===== config.mk =====
export PLATFORM = sky130hd
export DESIGN_NAME = idli_trace_m
export DESIGN_NICKNAME = d
export VERILOG_FILES = /design/src/rtl/idli_trace_m.sv
export SDC_FILE = /design/constraint.sdc
export NUM_CORES = 1
export LEC_CHECK = 0
export CAP_MARGIN = 5
export CORE_MARGIN = 5
export CORE_UTILIZATION = 50
export CTS_CLUSTER_SIZE = 8
export DETAILED_ROUTE_END_ITERATION = 10
export PLACE_DENSITY = 0.7
export SYNTH_ARGS = -nofsm -noshare
export SYNTH_HDL_FRONTEND = slang
export SYNTH_SLANG_ARGS = --single-unit

===== constraint.sdc =====
create_clock -name i_trc_gck -period 3.7 [get_ports i_trc_gck]
set_clock_uncertainty 0.2 [all_clocks]
set_input_delay 0.555 -clock i_trc_gck [delete_from_list [all_inputs] [get_ports i_trc_gck]]
set_output_delay 0.555 -clock i_trc_gck [all_outputs]
set_load 0.01 [all_outputs]

===== src/rtl/idli_trace_m.sv =====
// Retirement tracer: builds one record per retired instruction from EX events and
// queues it in a vld/rdy FIFO. Optional per-record timestamps with IDLI_TRACE_TSTAMP_EN.
module idli_trace_m #(
    parameter int NUM_REGS = 16,
    parameter int NUM_PINS = 4,
    parameter int DEPTH    = 8,
    parameter int SEQ_W    = 8,
    parameter int DROP_W   = 8
) (
    input  logic                        i_trc_gck,
    input  logic                        i_trc_rst_n,
    input  logic [1:0]                  i_trc_ctr,
    input  logic                        i_trc_new,
    input  logic [15:0]                 i_trc_pc,
    input  logic                        i_trc_reg_wr,
    input  logic [$clog2(NUM_REGS)-1:0] i_trc_reg_idx,
    input  logic                        i_trc_pred_wr,
    input  logic                        i_trc_pred_val,
    input  logic                        i_trc_pin_wr,
    input  logic [$clog2(NUM_PINS)-1:0] i_trc_pin_idx,
    input  logic                        i_trc_done,
    output logic                        o_trc_vld,
    input  logic                        i_trc_rdy,
    output logic [15:0]                 o_trc_pc,
    output logic [NUM_REGS-1:0]         o_trc_regs,
    output logic [1:0]                  o_trc_pred,
    output logic [NUM_PINS-1:0]         o_trc_pins,
    output logic [SEQ_W-1:0]            o_trc_seq,
`ifdef IDLI_TRACE_TSTAMP_EN
    output logic [31:0]                 o_trc_tstamp,
`endif
    output logic                        o_trc_ovf,
    output logic [DROP_W-1:0]           o_trc_drops
);

    localparam int AW = $clog2(DEPTH);
    localparam int PW = AW + 1;

    typedef struct packed {
        logic [15:0]         pc;
        logic [NUM_REGS-1:0] regs;
        logic [1:0]          pred;
        logic [NUM_PINS-1:0] pins;
        logic [SEQ_W-1:0]    seq;
`ifdef IDLI_TRACE_TSTAMP_EN
        logic [31:0]         tstamp;
`endif
    } rec_t;

    logic [15:0]         pc_q, pc_d;
    logic [NUM_REGS-1:0] regs_q, regs_d;
    logic [1:0]          pred_q, pred_d;
    logic [NUM_PINS-1:0] pins_q, pins_d;
    logic [SEQ_W-1:0]    seq_q, seq_d;
    logic [PW-1:0]       wr_ptr_q, wr_ptr_d;
    logic [PW-1:0]       rd_ptr_q, rd_ptr_d;
    logic                ovf_q, ovf_d;
    logic [DROP_W-1:0]   drops_q, drops_d;
    rec_t                mem_q [DEPTH];
    rec_t                mem_d [DEPTH];
`ifdef IDLI_TRACE_TSTAMP_EN
    logic [31:0]         tstamp_q, tstamp_d;
`endif

    logic       empty, full, done_acc, pop, wr_en;
    logic [AW-1:0] head_idx;
    rec_t       new_rec, head;

    assign empty    = (wr_ptr_q == rd_ptr_q);
    assign full     = (wr_ptr_q[AW] != rd_ptr_q[AW]) && (wr_ptr_q[AW-1:0] == rd_ptr_q[AW-1:0]);
    assign done_acc = i_trc_done && (i_trc_ctr == 2'd3);
    assign pop      = !empty && i_trc_rdy;
    // A full FIFO still accepts a push when the head is leaving the same cycle.
    assign wr_en    = done_acc && (!full || pop);

    always_comb begin
        new_rec      = '0;
        new_rec.pc   = pc_q;
        new_rec.regs = regs_q;
        new_rec.pred = pred_q;
        new_rec.pins = pins_q;
        new_rec.seq  = seq_q;
`ifdef IDLI_TRACE_TSTAMP_EN
        new_rec.tstamp = tstamp_q;
`endif
    end

    always_comb begin
        pc_d     = pc_q;
        regs_d   = regs_q;
        pred_d   = pred_q;
        pins_d   = pins_q;
        seq_d    = seq_q;
        wr_ptr_d = wr_ptr_q;
        rd_ptr_d = rd_ptr_q;
        ovf_d    = ovf_q;
        drops_d  = drops_q;
        mem_d    = mem_q;
`ifdef IDLI_TRACE_TSTAMP_EN
        tstamp_d = tstamp_q + 32'd1;
`endif
        if (done_acc) begin
            pc_d   = '0;
            regs_d = '0;
            pred_d = '0;
            pins_d = '0;
            seq_d  = seq_q + SEQ_W'(1);
        end else if (i_trc_ctr == 2'd0) begin
            if (i_trc_new) pc_d = i_trc_pc;
            if (i_trc_reg_wr && (i_trc_reg_idx != '0)) regs_d[i_trc_reg_idx] = 1'b1;
            if (i_trc_pred_wr) pred_d = {1'b1, i_trc_pred_val};
            if (i_trc_pin_wr) pins_d[i_trc_pin_idx] = 1'b1;
        end
        if (wr_en) begin
            mem_d[wr_ptr_q[AW-1:0]] = new_rec;
            wr_ptr_d = wr_ptr_q + PW'(1);
        end else if (done_acc) begin
            ovf_d = 1'b1;
            if (drops_q != '1) drops_d = drops_q + DROP_W'(1);
        end
        if (pop) rd_ptr_d = rd_ptr_q + PW'(1);
    end

    always_ff @(posedge i_trc_gck) begin
        if (!i_trc_rst_n) begin
            pc_q     <= '0;
            regs_q   <= '0;
            pred_q   <= '0;
            pins_q   <= '0;
            seq_q    <= '0;
            wr_ptr_q <= '0;
            rd_ptr_q <= '0;
            ovf_q    <= 1'b0;
            drops_q  <= '0;
            for (int i = 0; i < DEPTH; i++) mem_q[i] <= '0;
`ifdef IDLI_TRACE_TSTAMP_EN
            tstamp_q <= '0;
`endif
        end else begin
            pc_q     <= pc_d;
            regs_q   <= regs_d;
            pred_q   <= pred_d;
            pins_q   <= pins_d;
            seq_q    <= seq_d;
            wr_ptr_q <= wr_ptr_d;
            rd_ptr_q <= rd_ptr_d;
            ovf_q    <= ovf_d;
            drops_q  <= drops_d;
            mem_q    <= mem_d;
`ifdef IDLI_TRACE_TSTAMP_EN
            tstamp_q <= tstamp_d;
`endif
        end
    end

    // When empty, show the slot just popped so the head holds its last value.
    assign head_idx = empty ? (rd_ptr_q[AW-1:0] - AW'(1)) : rd_ptr_q[AW-1:0];
    assign head     = mem_q[head_idx];

    assign o_trc_vld   = !empty;
    assign o_trc_pc    = head.pc;
    assign o_trc_regs  = head.regs;
    assign o_trc_pred  = head.pred;
    assign o_trc_pins  = head.pins;
    assign o_trc_seq   = head.seq;
    assign o_trc_ovf   = ovf_q;
    assign o_trc_drops = drops_q;
`ifdef IDLI_TRACE_TSTAMP_EN
    assign o_trc_tstamp = head.tstamp;
`endif

endmodule


==> results_dict.tcl <==
set metrics [dict create \
    outcome "completed" \
    grt.total_usage_pct 25.9 \
    cp_slowest_cell "dfxtp_4" \
    via_per_inst 6.58 \
    fp.coreArea_mm2 0.0398 \
    diodes 0 \
    synthTopCellsByArea "dfxtp_1 43%, mux4_2 18%, nand3_1 10%" \
    die-area_mm2 0.0444 \
    synth_nets 2158 \
    layout_common_cells "428 x dfxtp_1, 419 x nand3_1, 362 x o21ai_0" \
    synth_area_mm2 0.0201 \
    portBuffers 88 \
    synth_top_area_share_pct 42.9 \
    cts-buffers-inserted 59 \
    yosysSeqAreaShare_pct 42.9 \
    rr_endpoint "mem_q[200]$_SDFFE_PN0P_" \
    path_cells "xor2_2 -> nor4_4 -> inv_2 -> buf_6 -> nor3_4 -> buf_4 -> clkbuf_16 -> o21ai_0 -> a31oi_1 -> dlygate4sd2_1" \
    first_global_vias 16880 \
    ys.flop_type "dfxtp_1" \
    irDropWorstVdd_v 0.000328 \
    nFillCells 3290 \
    grt_overflow 0 \
    cts_tree "done" \
    dp_hpwl_um 33100 \
    crit_required_ns 2.94 \
    via_count 17457 \
    yosysTopAreaCell "dfxtp_1" \
    synth_edf_count 0 \
    place_inst 2562 \
    place_ws_ns 0.193 \
    detail_route.wirelength_um 60300 \
    cts.clk_slew.worst_paths_ns 0.06 \
    setup_slack_ns 0.0182 \
    max_slew_margin_pct 54.3 \
    cp-end-kind "primary output" \
    holdPathEnd "mem_q[5]$_SDFFE_PN0P_" \
    r2r_slack_ns 0.71 \
    synth_cell_types 41 \
    crit_type "flop to primary output" \
    min_from "i_trc_rst_n" \
    antenna_found_initial 0 \
    clock-sinks 431 \
    hold_viol_final 0 \
    worstReg2RegStart "rd_ptr_q[0]$_SDFFE_PN0P_" \
    fmax_ghz 0.272 \
    dr.pass1.iters 5 \
    cts_root_buffer "clkbuf_16" \
    grt_pass1_wl_um 92900 \
    worstSkewPairLatency_ns 0.61 \
    drt_iter0_drc 2104 \
    die_width_um 211 \
    yosys_warnings 0 \
    stdcell_count 2655 \
    max_stage_delay_ns 0.37 \
    setup_violations 0 \
    drv_slew 0 \
    grt_max_degree 118 \
    setup-tns-final_ns 0 \
    clockBufferDepth 3 \
    worst_pin_slew_ns 0.686 \
    pin_count 89 \
    area_growth_pct 18.2 \
    initial_utilization_pct 50.5 \
    stdcell_area_mm2 0.0238 \
    final_common_cell "dfxtp_1" \
    async_reset_ff_share_pct 0 \
    layout.nets 2164 \
    wire_per_inst_um 22.7 \
    hp-class "primary input to flop" \
    hold_path_depth 3 \
    reg2regPathDepth 9 \
    period_share_pct 99.5 \
    final_antenna_net_count 0 \
    ys_ff_latch 431 \
    critPathLaunchType "flop" \
    cp_max_fo 15 \
    cap_violations 0 \
    syn-instance-count 2120 \
    die_h_um 211 \
    fin_crit_ns 3.68 \
    htreeDepth 2 \
    power.density_mw_per_mm2 481 \
    drcViolationCount 0 \
    drive_gt1_share_pct 17.0 \
    cp_data_arrival_time_ns 2.93 \
    gp_congestion 0.822 \
    holdBufCountCts 0 \
    dpl_cell_area_mm2 0.0216 \
    syn-mean-instance-area_um2 9.49 \
    p_leak_uw 0.00799 \
    num_rows 73 \
]
-- per-stage QoR --
stage          hold slack [ns]  power, uW  util [%]
6_report                 0.200      11400      59.7
5_1_grt                  0.216      11800      59.7
4_1_cts                  0.177      11400      59.1
3_5_place_dp             0.251       6450      54.3
3_3_place_gp             0.244       6440      54.3
2_1_floorplan            0.237       5730         -
-- synth_stat cells, drive strengths merged, types with 4 or more instances --
master,instances
clkbuf,169
nor2,54
a222oi,5
nand2,114
nor3,12
o21ai,413
o2111ai,6
nand4,5
inv,7
buf,53
o211ai,12
xor2,14
a21oi,40
dfxtp,431
mux2i,24
ha,5
xnor2,8
or3,4
nor2b,45
nand3,419
mux4,164
a31oi,51
a211oi,41
a221oi,5
-- cell type report --
| cell class | count | area (um^2) | area share [%] |
|---|---|---|---|
| Multi-Input combinational cell | 1458 | 10900 | 45.7 |
| Sequential cell | 431 | 8640 | 36.3 |
| Timing Repair Buffer | 167 | 2030 | 8.52 |
| Clock buffer | 64 | 1540 | 6.47 |
| Tap cell | 525 | 657 | 2.76 |
| Inverter | 9 | 33.8 | 0.142 |
| Clock inverter | 1 | 20.0 | 0.0842 |
-- worst max path at each step --
stage                                end  slack [ns]  cells past startpoint                startpoint
after detailed placement  o_trc_regs[10]        0.19                      5  rd_ptr_q[0]$_SDFFE_PN0P_
after global placement    o_trc_regs[10]        0.20                      5  rd_ptr_q[0]$_SDFFE_PN0P_
after CTS                    o_trc_pc[7]       -0.22                      9  rd_ptr_q[1]$_SDFFE_PN0P_
after global routing       o_trc_pins[2]       -0.08                     10  rd_ptr_q[0]$_SDFFE_PN0P_
after floorplan             o_trc_seq[4]        0.03                     10  rd_ptr_q[1]$_SDFFE_PN0P_
final                      o_trc_pins[2]        0.02                     10  rd_ptr_q[0]$_SDFFE_PN0P_
-- what timing repair did --
item | 4_1_cts | 5_1_grt
resized for setup | 52 | 91
setup endpoints to repair | 46 | 46
pin swaps | 8 | 17
setup buffers | 7 | 12
gates cloned | 6 | 3
-- layer usage --
layer  track usage, %  share of wire, %  vias to the layer above
met5                0                 0                        -
met4             9.12               3.3                        0
met3             5.42               9.3                      148
met2             42.2                47                      883
met1             34.5                40                     8505
li1                 -                 -                     7921
-- worst max-delay path, delay by kind of cell, from the launching register on --
family          cells  cell delay (ns)
simple gates        2             0.49
buf+inv             5             0.92
compound gates      2             0.32
flops               1             0.37
xor+xnor            1             0.20
-- flip-flops by register name, indices dropped and copies added (netlist names) --
register and flops:
mem_q 368, rd_ptr_q 4, seq_q 8, pc_q 16, o_trc_ovf 1, o_trc_drops 8, pins_q 4, pred_q 2
wr_ptr_q 4, regs_q 16
-- kinds of logic after synthesis --
family          count (synthesis)  share of synthesized area, %
compound gates                579                          15.8
fa+ha+maj                       5                         0.311
buf+inv                       231                          4.49
simple gates                  664                          16.0
flops                         431                          42.9
xor+xnor                       22                         0.957
mux                           188                          19.6
-- power breakdown --
part	switching, uW	internal [uW]
combinational	1160	825
sequential	16.1	4660
clock	1900	2870
Note: power is estimated with default switching activity, not from simulation.
